**src/rtl/coherence_directory_n.sv**
```systemverilog
`default_nettype none
// +----------------------------------------------------------------------------+
// | coherence_directory_n                                                      |
// | MSI directory for N caches: round-robin arbiter, invalidation, grant.      |
// | Rev 1.0                                                                    |
// +----------------------------------------------------------------------------+
module coherence_directory_n #(
  parameter int N_CACHES = 4,
  parameter int ADDR_W   = 2,
  parameter int DATA_W   = 8
) (
  input  logic                         clk,
  input  logic                         rst_n,
  input  logic [N_CACHES-1:0]          req_valid,
  input  logic [2*N_CACHES-1:0]        req_type,
  input  logic [ADDR_W*N_CACHES-1:0]   req_addr,
  input  logic [DATA_W*N_CACHES-1:0]   req_data,
  output logic [N_CACHES-1:0]          req_ready,
  output logic [N_CACHES-1:0]          grant_valid,
  output logic                         grant_excl,
  output logic [DATA_W-1:0]            grant_data,
  output logic [N_CACHES-1:0]          inval_valid,
  output logic [ADDR_W-1:0]            inval_addr,
  input  logic [N_CACHES-1:0]          inval_ack,
  input  logic [N_CACHES-1:0]          inval_dirty,
  input  logic [DATA_W*N_CACHES-1:0]   inval_data
);

  localparam int ID_W = $clog2(N_CACHES);
  localparam int NB   = 2**ADDR_W;

  localparam logic [1:0] BLK_INV = 2'd0;
  localparam logic [1:0] BLK_SHR = 2'd1;
  localparam logic [1:0] BLK_EXC = 2'd2;

  localparam logic [1:0] RQ_RDS = 2'd0;
  localparam logic [1:0] RQ_RDX = 2'd1;
  localparam logic [1:0] RQ_WB  = 2'd2;

  localparam logic [1:0] S_IDLE   = 2'd0;
  localparam logic [1:0] S_LOOKUP = 2'd1;
  localparam logic [1:0] S_INVAL  = 2'd2;
  localparam logic [1:0] S_GRANT  = 2'd3;

  function automatic logic [N_CACHES-1:0] onehot(input logic [ID_W-1:0] i);
    onehot    = '0;
    onehot[i] = 1'b1;
  endfunction

  logic [1:0]          state, next_state;
  logic [ID_W-1:0]     ptr, cur_id;
  logic [1:0]          cur_type;
  logic [ADDR_W-1:0]   cur_addr;
  logic [DATA_W-1:0]   cur_data;
  logic [N_CACHES-1:0] pending, inval_mask;
  logic                keep_excl;

  logic [1:0]          blk_st   [NB];
  logic [N_CACHES-1:0] blk_sh   [NB];
  logic [ID_W-1:0]     blk_own  [NB];
  logic [DATA_W-1:0]   blk_data [NB];

  logic                win_found;
  logic [ID_W-1:0]     win_id;
  logic [N_CACHES-1:0] cur_onehot, lk_pending, ack_hit, dirty_hit;
  logic                lk_keep_excl;
  logic [ID_W-1:0]     dirty_idx;
  logic [1:0]          lk_st;
  logic [N_CACHES-1:0] lk_sh;
  logic [ID_W-1:0]     lk_own;

  assign cur_onehot = onehot(cur_id);
  assign lk_st      = blk_st[cur_addr];
  assign lk_sh      = blk_sh[cur_addr];
  assign lk_own     = blk_own[cur_addr];
  assign ack_hit    = inval_ack & pending;
  assign dirty_hit  = ack_hit & inval_dirty;

  // Scan downward so the candidate nearest ptr+1 is the last (winning) assignment.
  always_comb begin
    win_found = 1'b0;
    win_id    = '0;
    for (int k = N_CACHES; k >= 1; k--) begin
      if (req_valid[(int'(ptr) + k) % N_CACHES]) begin
        win_found = 1'b1;
        win_id    = ID_W'((int'(ptr) + k) % N_CACHES);
      end
    end
  end

  always_comb begin
    dirty_idx = '0;
    for (int i = N_CACHES - 1; i >= 0; i--) begin
      if (dirty_hit[i]) dirty_idx = ID_W'(i);
    end
  end

  always_comb begin
    lk_pending   = '0;
    lk_keep_excl = 1'b0;
    case (cur_type)
      RQ_RDS: begin
        if (lk_st == BLK_EXC) begin
          if (lk_own != cur_id) lk_pending = onehot(lk_own);
          else                  lk_keep_excl = 1'b1;
        end
      end
      RQ_RDX: begin
        if (lk_st == BLK_EXC && lk_own != cur_id) lk_pending = onehot(lk_own);
        else                                      lk_pending = lk_sh & ~cur_onehot;
      end
      default: ;
    endcase
  end

  always_ff @(posedge clk or negedge rst_n) begin
    if (!rst_n) state <= S_IDLE;
    else        state <= next_state;
  end

  always_comb begin
    next_state = state;
    case (state)
      S_IDLE:   if (win_found) next_state = S_LOOKUP;
      S_LOOKUP: next_state = (|lk_pending) ? S_INVAL : S_GRANT;
      S_INVAL:  if ((pending & ~ack_hit) == '0) next_state = S_GRANT;
      S_GRANT:  next_state = S_IDLE;
      default:  next_state = S_IDLE;
    endcase
  end

  always_comb begin
    inval_valid = '0;
    inval_addr  = '0;
    if (state == S_INVAL) begin
      inval_valid = pending;
      inval_addr  = cur_addr;
    end
  end

  always_ff @(posedge clk or negedge rst_n) begin
    if (!rst_n) begin
      ptr         <= ID_W'(N_CACHES - 1);
      cur_id      <= '0;
      cur_type    <= '0;
      cur_addr    <= '0;
      cur_data    <= '0;
      pending     <= '0;
      inval_mask  <= '0;
      keep_excl   <= 1'b0;
      req_ready   <= '0;
      grant_valid <= '0;
      grant_excl  <= 1'b0;
      grant_data  <= '0;
      for (int b = 0; b < NB; b++) begin
        blk_st[b]   <= BLK_INV;
        blk_sh[b]   <= '0;
        blk_own[b]  <= '0;
        blk_data[b] <= '0;
      end
    end else begin
      req_ready   <= '0;
      grant_valid <= '0;
      grant_excl  <= 1'b0;
      grant_data  <= '0;
      case (state)
        S_IDLE: begin
          if (win_found) begin
            cur_id    <= win_id;
            ptr       <= win_id;
            cur_type  <= req_type[int'(win_id)*2 +: 2];
            cur_addr  <= req_addr[int'(win_id)*ADDR_W +: ADDR_W];
            cur_data  <= req_data[int'(win_id)*DATA_W +: DATA_W];
            req_ready <= onehot(win_id);
          end
        end
        S_LOOKUP: begin
          pending    <= lk_pending;
          inval_mask <= lk_pending;
          keep_excl  <= lk_keep_excl;
          // Only the current owner's writeback is trusted; stale ones are dropped.
          if (cur_type == RQ_WB && lk_st == BLK_EXC && lk_own == cur_id) begin
            blk_data[cur_addr] <= cur_data;
            blk_st[cur_addr]   <= BLK_INV;
            blk_sh[cur_addr]   <= '0;
          end
        end
        S_INVAL: begin
          pending <= pending & ~ack_hit;
          if (|dirty_hit) blk_data[cur_addr] <= inval_data[int'(dirty_idx)*DATA_W +: DATA_W];
        end
        S_GRANT: begin
          grant_valid <= cur_onehot;
          grant_data  <= blk_data[cur_addr];
          grant_excl  <= (cur_type == RQ_RDX) || (cur_type == RQ_RDS && keep_excl);
          if (cur_type == RQ_RDS && !keep_excl) begin
            blk_st[cur_addr] <= BLK_SHR;
            blk_sh[cur_addr] <= (lk_sh & ~inval_mask) | cur_onehot;
          end else if (cur_type == RQ_RDX) begin
            blk_st[cur_addr]  <= BLK_EXC;
            blk_own[cur_addr] <= cur_id;
            blk_sh[cur_addr]  <= cur_onehot;
          end
        end
        default: ;
      endcase
    end
  end

endmodule
`default_nettype wire
```
**config.mk**
```make
export PLATFORM = sky130hd
export DESIGN_NAME = coherence_directory_n
export DESIGN_NICKNAME = d
export VERILOG_FILES = /design/src/rtl/coherence_directory_n.sv
export SDC_FILE = /design/constraint.sdc
export NUM_CORES = 1
export LEC_CHECK = 0
export CAP_MARGIN = 30
export CORE_MARGIN = 5
export CORE_UTILIZATION = 47
export DETAILED_ROUTE_END_ITERATION = 10
export GPL_TIMING_DRIVEN = 0
export PLACE_DENSITY = 0.77
export RECOVER_POWER = 50
export SYNTH_ARGS = -nofsm -noshare
export SYNTH_HDL_FRONTEND = slang
export SYNTH_SLANG_ARGS = --single-unit
```
**constraint.sdc**
```tcl
create_clock -name clk -period 2.8 [get_ports clk]
set_clock_uncertainty 0.15 [all_clocks]
set_input_delay 0.42 -clock clk [delete_from_list [all_inputs] [get_ports clk]]
set_output_delay 0.42 -clock clk [all_outputs]
set_load 0.02 [all_outputs]
```
==> impl_metrics.csv, run 1 <==
group,metric,value,unit
die,row_count,40,
finish,drive_above_1_share,17.14,%
outcome,status,"finished, violations left",
global_route,grt_max_degree,63,
finish,multi_input_area,3000,um^2
timing,tightest_slew,1.168,ns
power,leakagePower,0.003566,uW
logic_synthesis,ys_seq_area_share,47.33,%
logic_synthesis,ys_ff_latch,108,
setup_path,cp_data_required_time,2.87,ns
timing,setup_viol,8,
setup_path,path_max_fanout,8,
worst_hold_path,hold_path_class,"flop to flop",
outcome,violations,"negative setup slack",
clocking,htree_levels,3,
detailed_routing,drt_wl_total,15060,um
detailed_routing,postRouteAntennaNets,0,
clocking,cts-root-buf,"clkbuf_16",
worst_hold_path,whs_path_depth,1,
timing,fin_crit_sh,102.4,%
die,die_x,120.3,um
logic_synthesis,ys.flop_type,"dfrtp_1",
global_route,antenna_found_initial,0,
placed_design,io_buffer_count,116,
global_route,grt_first_pass_wirelength,24370,um
clocking,numCtsBuffers,9,
worst_hold_path,hp-start,"blk_own[6]$_DFFE_PN0P_",
logic_synthesis,synth-warning-count,0,
power,p_per_area,1053,nW/um^2
timing,hold_viol_final,0,
setup_path,rr_endpoint,"blk_data[31]$_DFFE_PN0P_",
die,die_y,120.3,um
setup_path,reg2regPathDepth,8,
clocking,clk_pin_slew,0.07,ns
finish,finalNetCount,758,
power,finalPower,8035,uW
die,core_region_area,11960,um^2
finish,area_growth,33.56,%
timing,final_max_slew_viol_count,0,
finish,diodes,0,
setup_path,worstSetupPathType,"flop to flop",
logic_synthesis,ys_async_sr_fraction,100.0,%
placed_design,gp_congestion,0.8131,
timing,rsz0062_at_grt,"true",
global_route,grt_use_total,21.23,%
clocking,cts_sinks,108,
clocking,cts_tree,"built",
finish,final_common_cell,"clkdlybuf4s50_1",
timing,finalSetupTns,-0.4509,ns
job,cap_violations,0,
setup_path,end_kind,"flop",
finish,fill_cells,920,
global_route,grt_pass1_vias,4872,
setup_path,arrival,2.94,ns
timing,min_period,2.868,ns
logic_synthesis,synth_area,5715,um^2
clocking,clk_latency,0.34,ns
setup_path,worstSetupStartpointType,"flop",
timing,relSlewSlack,22.13,%
detailed_routing,dr.pass1.iters,5,
timing,fin_ws,-0.06796,ns
finish,regArea,2706,um^2
detailed_routing,drc_errors,0,
detailed_routing,vias,4637,
power,ir_drop,0.0005738,V
detailed_routing,drt_iter0_drc,448,
setup_path,ff2ff_setup_slack,-0.07,ns
logic_synthesis,synth_cell_types,46,
placed_design,dp_hpwl,11200,um
die,die_area,14470,um^2
logic_synthesis,syn_inst,522,
detailed_routing,wl_per_cell,18.54,um
die,pin_count,117,
die,start_util,47.78,%
logic_synthesis,syn_area_per_cell,10.95,um^2
global_route,grt_overflow,0,
placed_design,dpl_worst_slack,-0.5634,ns
timing,max_freq,0.3487,GHz
setup_path,r2r_start,"cur_addr[0]$_DFFE_PN0P_",
clocking,clockBufferDepth,2,
logic_synthesis,synth_fp_nets,620,
detailed_routing,routed_via_density,5.711,
finish,layout_common_cells,"clkdlybuf4s50_1 (110), dfrtp_1 (105), nor2_1 (64)",
worst_hold_path,holdPathEnd,"blk_own[6]$_DFFE_PN0P_",
logic_synthesis,synth_edf_count,0,
-- metal layers --
metal,track usage [%],routed length [um],vias to the layer above
met2,37.62,7714,191
met4,6.161,382,0
met1,26.43,6135,2266
li1,-,-,2144
met3,4.116,826,36
met5,0,0,-
-- sequential cells by signal, indices dropped and copies added (netlist names), 4 cells and up, named ones only --
name and flops:
blk_data 32, blk_own 8, blk_sh 16, cur_data 8, grant_data 8, grant_valid 4, inval_mask 4, pending 4
req_ready 4
-- power breakdown --
part           internal (uW)  total, uW  switching [uW]
registers               2220       2590             367
logic                   2070       4210            2140
clock network            693       1240             544
-- kinds of logic after synthesis --
kind of cell             Yosys count  share of synthesized area, %
flip-flops                       108                         47.33
buffers and inverters             36                         2.583
adder cells (fa/ha/maj)            4                        0.8757
AND/OR/NAND/NOR                  167                         14.19
multiplexers                     111                         24.63
XOR/XNOR                           2                        0.5692
AO/OA/AOI/OAI                     94                         9.830
-- stage by stage --
| step | util [%] | hold WS, ns | instance area, um^2 | cells |
|---|---|---|---|---|
| floorplan | - | -0.02559 | 5715 | 522 |
| global placement | 59.03 | 0.3094 | 7061 | 785 |
| detailed placement | 59.28 | 0.3165 | 7091 | 787 |
| CTS | 62.52 | 0.3327 | 7478 | 806 |
| global route | 63.82 | 0.3513 | 7634 | 812 |
| finish | 63.82 | 0.3419 | 7634 | 812 |
-- critical path, cell delays in order (launching register included) --
cell     delay [ns]
dfrtp_1        0.37
buf_6          0.12
buf_4          0.13
buf_4          0.15
mux4_2         0.39
nand2_1        0.08
o31a_4         0.39
or4_4          0.62
mux2_4         0.34
-- final cells by class --
class                      count  share of cell area, %
clock buffer                  12                  3.098
multi-input combinational    378                  39.31
tap                          147                  2.409
inverter                       8                 0.4426
timing repair buffer         132                  17.14
sequential                   108                  35.45
buffer                        23                  1.492
clock inverter                 4                 0.6556
-- cells in the mapped netlist (9+ instances only) --
cell / count / area [um^2]
mux2i_1: 33 / 330.3
mux2_1: 41 / 461.7
a21oi_1: 40 / 200.2
mux4_2: 15 / 337.8
and2_1: 11 / 68.82
clkbuf_1: 24 / 90.09
mux2_2: 14 / 157.7
nand2_1: 36 / 135.1
nor2_1: 65 / 244.0
nand3_1: 9 / 45.04
o21ai_1: 18 / 90.09
dfrtp_1: 106 / 2653
nand2b_1: 11 / 68.82
-- worst max path at each step --
stage                                        from                       end  slack, ns  cells past startpoint
final                     cur_addr[0]$_DFFE_PN0P_  blk_data[31]$_DFFE_PN0P_      -0.07                      8
after detailed placement             req_valid[3]   cur_data[6]$_DFFE_PN0P_      -0.56                      8
after global placement                      rst_n  blk_data[13]$_DFFE_PN0P_      -2.69                      1
after global routing      cur_addr[0]$_DFFE_PN0P_  blk_data[31]$_DFFE_PN0P_      -0.15                      7
after CTS                 cur_addr[0]$_DFFE_PN0P_  blk_data[31]$_DFFE_PN0P_      -0.07                      8
after floorplan           cur_addr[0]$_DFFE_PN0P_  blk_data[24]$_DFFE_PN0P_       0.01                      8
-- what timing repair did --
item	4_1_cts	5_1_grt
pin swaps	0	4
resized for setup	19	35
cloned	0	0
endpoints found under the setup margin	57	51
hold buffers	1	0
buffers inserted	6	7
endpoints found under the hold margin	46	0
Note: power is estimated with default switching activity, not from simulation.
==> inputs of run 2 (changes only) <==
--- a/config.mk
+++ b/config.mk
@@ -7,10 +7,10 @@
 export LEC_CHECK = 0
 export CAP_MARGIN = 30
 export CORE_MARGIN = 5
-export CORE_UTILIZATION = 47
+export CORE_UTILIZATION = 48
+export CTS_BUF_LIST = sky130_fd_sc_hd__clkbuf_8
 export DETAILED_ROUTE_END_ITERATION = 10
-export GPL_TIMING_DRIVEN = 0
-export PLACE_DENSITY = 0.77
+export PLACE_DENSITY = 0.78
 export RECOVER_POWER = 50
 export SYNTH_ARGS = -nofsm -noshare
 export SYNTH_HDL_FRONTEND = slang
==> run 2 against run 1 <==
  * The run now ends clean
  * Core utilization rose by 0.41 points
  * Setup slack improved by 0.096 ns
  * Fmax rose by 3.5%
  * Sequential power barely moved
  * Critical path depth fell by 2
  * Power fell by 6.4%
  * Largest cell class unchanged
==> impl_metrics.csv, run 2 (synthesis gave the netlist of run 1 again) <==
group,metric,value,unit
finish,layout_common_cells,"clkdlybuf4s50_1 (110), dfrtp_1 (106), nor2_1 (64)",
detailed_routing,wl_per_cell,17.90,um
setup_path,end_kind,"flop",
die,core_region_area,11560,um^2
detailed_routing,drt_iter0_drc,245,
timing,setup_viol,0,
placed_design,placed_cells,781,
clocking,cts_sinks,108,
global_route,antenna_found_initial,0,
clocking,clockBufferDepth,2,
clocking,htree_levels,3,
power,pwr-share-seq,34.6,%
job,cap_violations,0,
timing,relSlewSlack,7.891,%
global_route,grt_max_degree,56,
timing,fin_crit_sh,98.98,%
power,leakagePower,0.003430,uW
detailed_routing,postRouteAntennaNets,0,
finish,area_growth,29.97,%
setup_path,r2r_start,"cur_addr[0]$_DFFE_PN0P_",
global_route,grt_overflow,0,
detailed_routing,dr.pass1.iters,5,
finish,finalNetCount,749,
setup_path,crit_start,"cur_addr[0]$_DFFE_PN0P_",
finish,diodes,0,
setup_path,cp_data_required_time,2.93,ns
timing,tightest_slew,1.382,ns
finish,reg_top3,"blk_data x32, blk_sh x16",
placed_design,gp_congestion,0.8467,
finish,largest_reg_flops,32,
finish,finalNonFillerCells,799,
global_route,grt_pass1_vias,4842,
power,ir_drop,0.0004867,V
power,sw_frac_of_total,39.28,%
die,die_x,119.1,um
die,row_count,39,
placed_design,dp_hpwl,11120,um
clocking,cts-root-buf,"clkbuf_8",
finish,final_cell_area,7428,um^2
setup_path,worstSetupStartpointType,"flop",
setup_path,worstSetupPathType,"flop to flop",
timing,final_max_slew_viol_count,0,
finish,drive_above_1_share,15.24,%
setup_path,path_max_fanout,8,
timing,min_period,2.772,ns
worst_hold_path,whs_path_depth,1,
power,p_per_area,1013,nW/um^2
finish,final_common_cell,"clkdlybuf4s50_1",
timing,finalSetupTns,0,ns
die,die_y,119.1,um
power,power.switching,2955,uW
die,start_util,49.42,%
clocking,cts_tree,"built",
die,pin_count,117,
placed_design,dpl_cell_area,7166,um^2
detailed_routing,drt_wl_total,14310,um
timing,rsz0062_at_grt,"true",
clocking,clk_pin_slew,0.11,ns
power,finalPower,7523,uW
detailed_routing,routed_via_density,5.577,
detailed_routing,vias,4456,
outcome,status,"complete, no violations",
timing,max_freq,0.3608,GHz
clocking,numCtsBuffers,9,
detailed_routing,drc_errors,0,
global_route,grt_use_total,21.00,%
placed_design,io_buffer_count,116,
clocking,clk_latency,0.39,ns
worst_hold_path,hold_path_class,"flop to flop",
die,die_area,14190,um^2
timing,hold_viol_final,0,
setup_path,arrival,2.90,ns
power,p_int,4568,uW
setup_path,reg2regPathDepth,6,
power,clkPwrFrac,13.3,%
finish,top_register,"blk_data",
power,p_comb_share,52.1,%
global_route,grt_first_pass_wirelength,23960,um
run 2: cell count changes in the layout (fill, tap and decap cells not counted), sizes merged:
cell and delta:
clkbuf -16, buf +4, inv +4, clkinv -1, dlygate4sd2 +1, dlymetal6s2s -1
run 2: final timing paths:
kind                       slack [ns]                        to
hold reg to reg                  0.34                      flop
max in group asynchronous        0.57  blk_data[17]$_DFFE_PN0P_
setup / recovery                 0.03  blk_data[26]$_DFFE_PN0P_
setup reg to reg                 0.03  blk_data[26]$_DFFE_PN0P_
min in group asynchronous        0.72    pending[3]$_DFFE_PN0N_
hold / removal                   0.34                      flop
run 2: power groups by stage:
| stage | logic [uW] | registers (uW) | clock network, uW |
|---|---|---|---|
| 2_1_floorplan | 2600 | 2580 | 0 |
| 6_report | 3920 | 2600 | 998 |
| 3_3_place_gp | 3700 | 2600 | 0 |
| 4_1_cts | 3910 | 2610 | 1020 |
| 3_5_place_dp | 3830 | 2630 | 0 |
| 5_1_grt | 4310 | 2690 | 1080 |
run 2: critical path, stage by stage, from the launching register on:
cell	delay, ns
dfrtp_1	0.42
mux4_2	0.56
xnor2_2	0.17
nand2_1	0.10
o31a_4	0.31
or4_4	0.60
mux2_4	0.35
run 2: area by class of cell:
type / count / area (um^2)
fillers: 917 / 4136
multi-input cells: 378 / 2913
flip-flops and latches: 108 / 2705
repair buffers: 146 / 1394
well taps: 143 / 178.9
clock buffers: 9 / 123.9
clock inverters: 7 / 83.83
inverters: 8 / 30.03
run 2: layer usage:
layer / up-vias / track usage [%] / share of wire [%]
li1: 2123 / - / -
met1: 2215 / 26.07 / 40
met2: 101 / 36.70 / 53
met3: 17 / 4.645 / 4.9
met4: 0 / 6.372 / 1.5
met5: - / 0 / 0
run 2: timing repair:
item                                    in CTS  in global routing
gates resized for setup                      3                 13
setup buffers                                2                  0
pin swaps                                    2                  1
hold endpoints to repair                    49                  0
hold buffers                                 1                  0
endpoints found under the setup margin      26                 50
run 2: stage by stage:
stage | worst slack, ns | utilization (%) | hold slack, ns
global placement | 0.03830 | 61.96 | 0.3106
finish | 0.02849 | 64.23 | 0.3400
detailed placement | -0.03774 | 61.96 | 0.3204
global route | -0.03362 | 64.23 | 0.3566
floorplan | 0.01187 | - | -0.02559
CTS | -0.003343 | 64.03 | 0.3453
==> inputs of run 3 (changes only) <==
--- a/config.mk
+++ b/config.mk
@@ -6,7 +6,7 @@
 export NUM_CORES = 1
 export LEC_CHECK = 0
 export CAP_MARGIN = 30
-export CORE_MARGIN = 5
+export CORE_MARGIN = 2
 export CORE_UTILIZATION = 48
 export CTS_BUF_LIST = sky130_fd_sc_hd__clkbuf_8
 export DETAILED_ROUTE_END_ITERATION = 10
==> run 3 against run 2 <==
  * The flow now finishes with violations (design-rule violations)
  * Flip-flop and latch count stayed put
  * Routed wire length is 2.1% lower
  * Worst hold slack better by 0.0055 ns
  * Via count is 1.3% higher
  * Combinational power hardly changed
  * Clock power is 12% lower
  * Global-route usage is 1.9 points higher
  * Non-clock buffer count is 2 lower
  * Cell count is 0.25% lower
  * Count of clock-buffer cells in the layout stayed put
  * Die area is 9.8% lower
==> impl_metrics.csv, run 3 (synthesis gave the netlist of run 1 again) <==
group,metric,value,unit
clocking,clockBufferDepth,2,
timing,min_period,2.772,ns
finish,reg_top3,"blk_data x32, blk_sh x16",
clocking,htree_levels,3,
clocking,clk_latency,0.38,ns
global_route,grt_first_pass_wirelength,23280,um
setup_path,worstSetupStartpointType,"flop",
finish,final_common_cell,"clkdlybuf4s50_1",
job,cap_violations,0,
timing,fin_crit_sh,98.99,%
worst_hold_path,hp-start,"blk_data[4]$_DFFE_PN0P_",
setup_path,end_kind,"flop",
placed_design,dpl_worst_slack,-0.02786,ns
detailed_routing,drc_errors,5,
timing,tightest_slew,1.140,ns
finish,drive_above_1_share,14.68,%
clocking,cts_sinks,108,
clocking,cts_tree,"built",
global_route,grt_pass1_vias,4728,
detailed_routing,drt_wl_total,14000,um
timing,fin_ws,0.02839,ns
finish,largest_reg_flops,32,
finish,layout_common_cells,"clkdlybuf4s50_1 (111), dfrtp_1 (106), nor2_1 (64)",
outcome,violations,"design-rule violations",
setup_path,crit_start,"cur_addr[0]$_DFFE_PN0P_",
die,row_count,39,
die,core_region_area,11520,um^2
setup_path,r2r_start,"cur_addr[0]$_DFFE_PN0P_",
timing,rsz0062_at_grt,"true",
finish,diodes,0,
timing,max_freq,0.3608,GHz
finish,fin_util,64.07,%
setup_path,cp_data_required_time,2.92,ns
worst_hold_path,hold_path_class,"flop to flop",
global_route,grt_max_degree,47,
timing,final_max_slew_viol_count,0,
clocking,numCtsBuffers,9,
setup_path,path_max_fanout,8,
die,start_util,49.63,%
outcome,status,"finished, violations left",
timing,hold_viol_final,0,
setup_path,worstSetupPathType,"flop to flop",
finish,finalNetCount,747,
worst_hold_path,whs_path_depth,1,
die,pin_count,117,
detailed_routing,postRouteAntennaNets,0,
power,p_per_area,1004,nW/um^2
clocking,clk_pin_slew,0.10,ns
detailed_routing,wl_per_cell,17.57,um
detailed_routing,vias,4513,
power,finalPower,7408,uW
clocking,cts-root-buf,"clkbuf_8",
timing,setup_viol,0,
finish,area_growth,29.09,%
detailed_routing,dr.pass1.iters,8,
detailed_routing,drt_iter0_drc,322,
finish,top_register,"blk_data",
placed_design,io_buffer_count,116,
die,die_area,12800,um^2
timing,relSlewSlack,23.98,%
setup_path,arrival,2.90,ns
global_route,antenna_found_initial,0,
global_route,grt_use_total,22.86,%
detailed_routing,routed_via_density,5.662,
setup_path,reg2regPathDepth,6,
die,die_y,113.1,um
global_route,grt_overflow,0,
placed_design,dp_hpwl,10610,um
die,die_x,113.1,um
power,ir_drop,0.0004527,V
power,leakagePower,0.003385,uW
placed_design,gp_congestion,0.8358,
[run 3: cell types whose count changed in the layout (fill, tap and decap cells not counted), moves of 2 or more]
cell / previous run / this run
clkinvlp_4: 3 / 1
inv_1: 8 / 10
inv_6: 1 / 3
dlymetal6s2s_1: 4 / 2
inv_8: 2 / 0
clkbuf_2: 4 / 2
a21oi_2: 4 / 2
a21oi_1: 36 / 38
[run 3: per-stage QoR]
stage | setup TNS (ns) | hold slack (ns) | std cells | instance area, um^2
after global placement | 0 | 0.3118 | 777 | 7148
after floorplan | 0 | -0.02559 | 522 | 5715
after CTS | -0.0001865 | 0.3464 | 796 | 7363
after detailed placement | -0.1763 | 0.3140 | 777 | 7148
after global routing | -0.5225 | 0.3641 | 797 | 7378
final | 0 | 0.3454 | 797 | 7378
[run 3: worst paths after layout]
path                                            end  slack [ns]
max                        blk_data[31]$_DFFE_PN0P_        0.03
min                         blk_data[4]$_DFFE_PN0P_        0.35
max reg2reg                blk_data[31]$_DFFE_PN0P_        0.03
min reg2reg                 blk_data[4]$_DFFE_PN0P_        0.35
max in group asynchronous  blk_data[30]$_DFFE_PN0P_        0.56
min in group asynchronous    req_ready[3]$_DFF_PN0_        0.64
[run 3: power by group]
group	switching [uW]	internal [uW]	leakage, uW
registers	396	2220	0.00140
clock network	549	329	0.0000932
logic	2000	1920	0.00190
[run 3: layout make-up]
class | instances | area, um^2
Multi-Input combinational cell | 378 | 2908
Clock buffer | 9 | 123.9
Clock inverter | 7 | 50.05
Fill cell | 916 | 4138
Timing Repair Buffer | 144 | 1383
Sequential cell | 108 | 2705
Tap cell | 143 | 178.9
Inverter | 8 | 30.03
[run 3: per-layer routing]
layer,global-route usage (%),part of all wire (%)
met5,0,0
met1,28.81,41
met2,38.88,51
met3,5.410,5.4
met4,7.724,2.4
[run 3: critical path, stage by stage, from the launching register on]
cell,delay [ns]
dfrtp_1,0.41
mux4_2,0.56
xnor2_2,0.18
nand2_1,0.10
o31a_4,0.31
or4_4,0.61
mux2_4,0.34
[run 3: what timing repair did]
item,CTS,global route
pin swaps,2,1
endpoints found under the setup margin,19,38
hold buffers,1,0
resized for setup,5,8
endpoints found under the hold margin,42,0
setup buffers,2,2
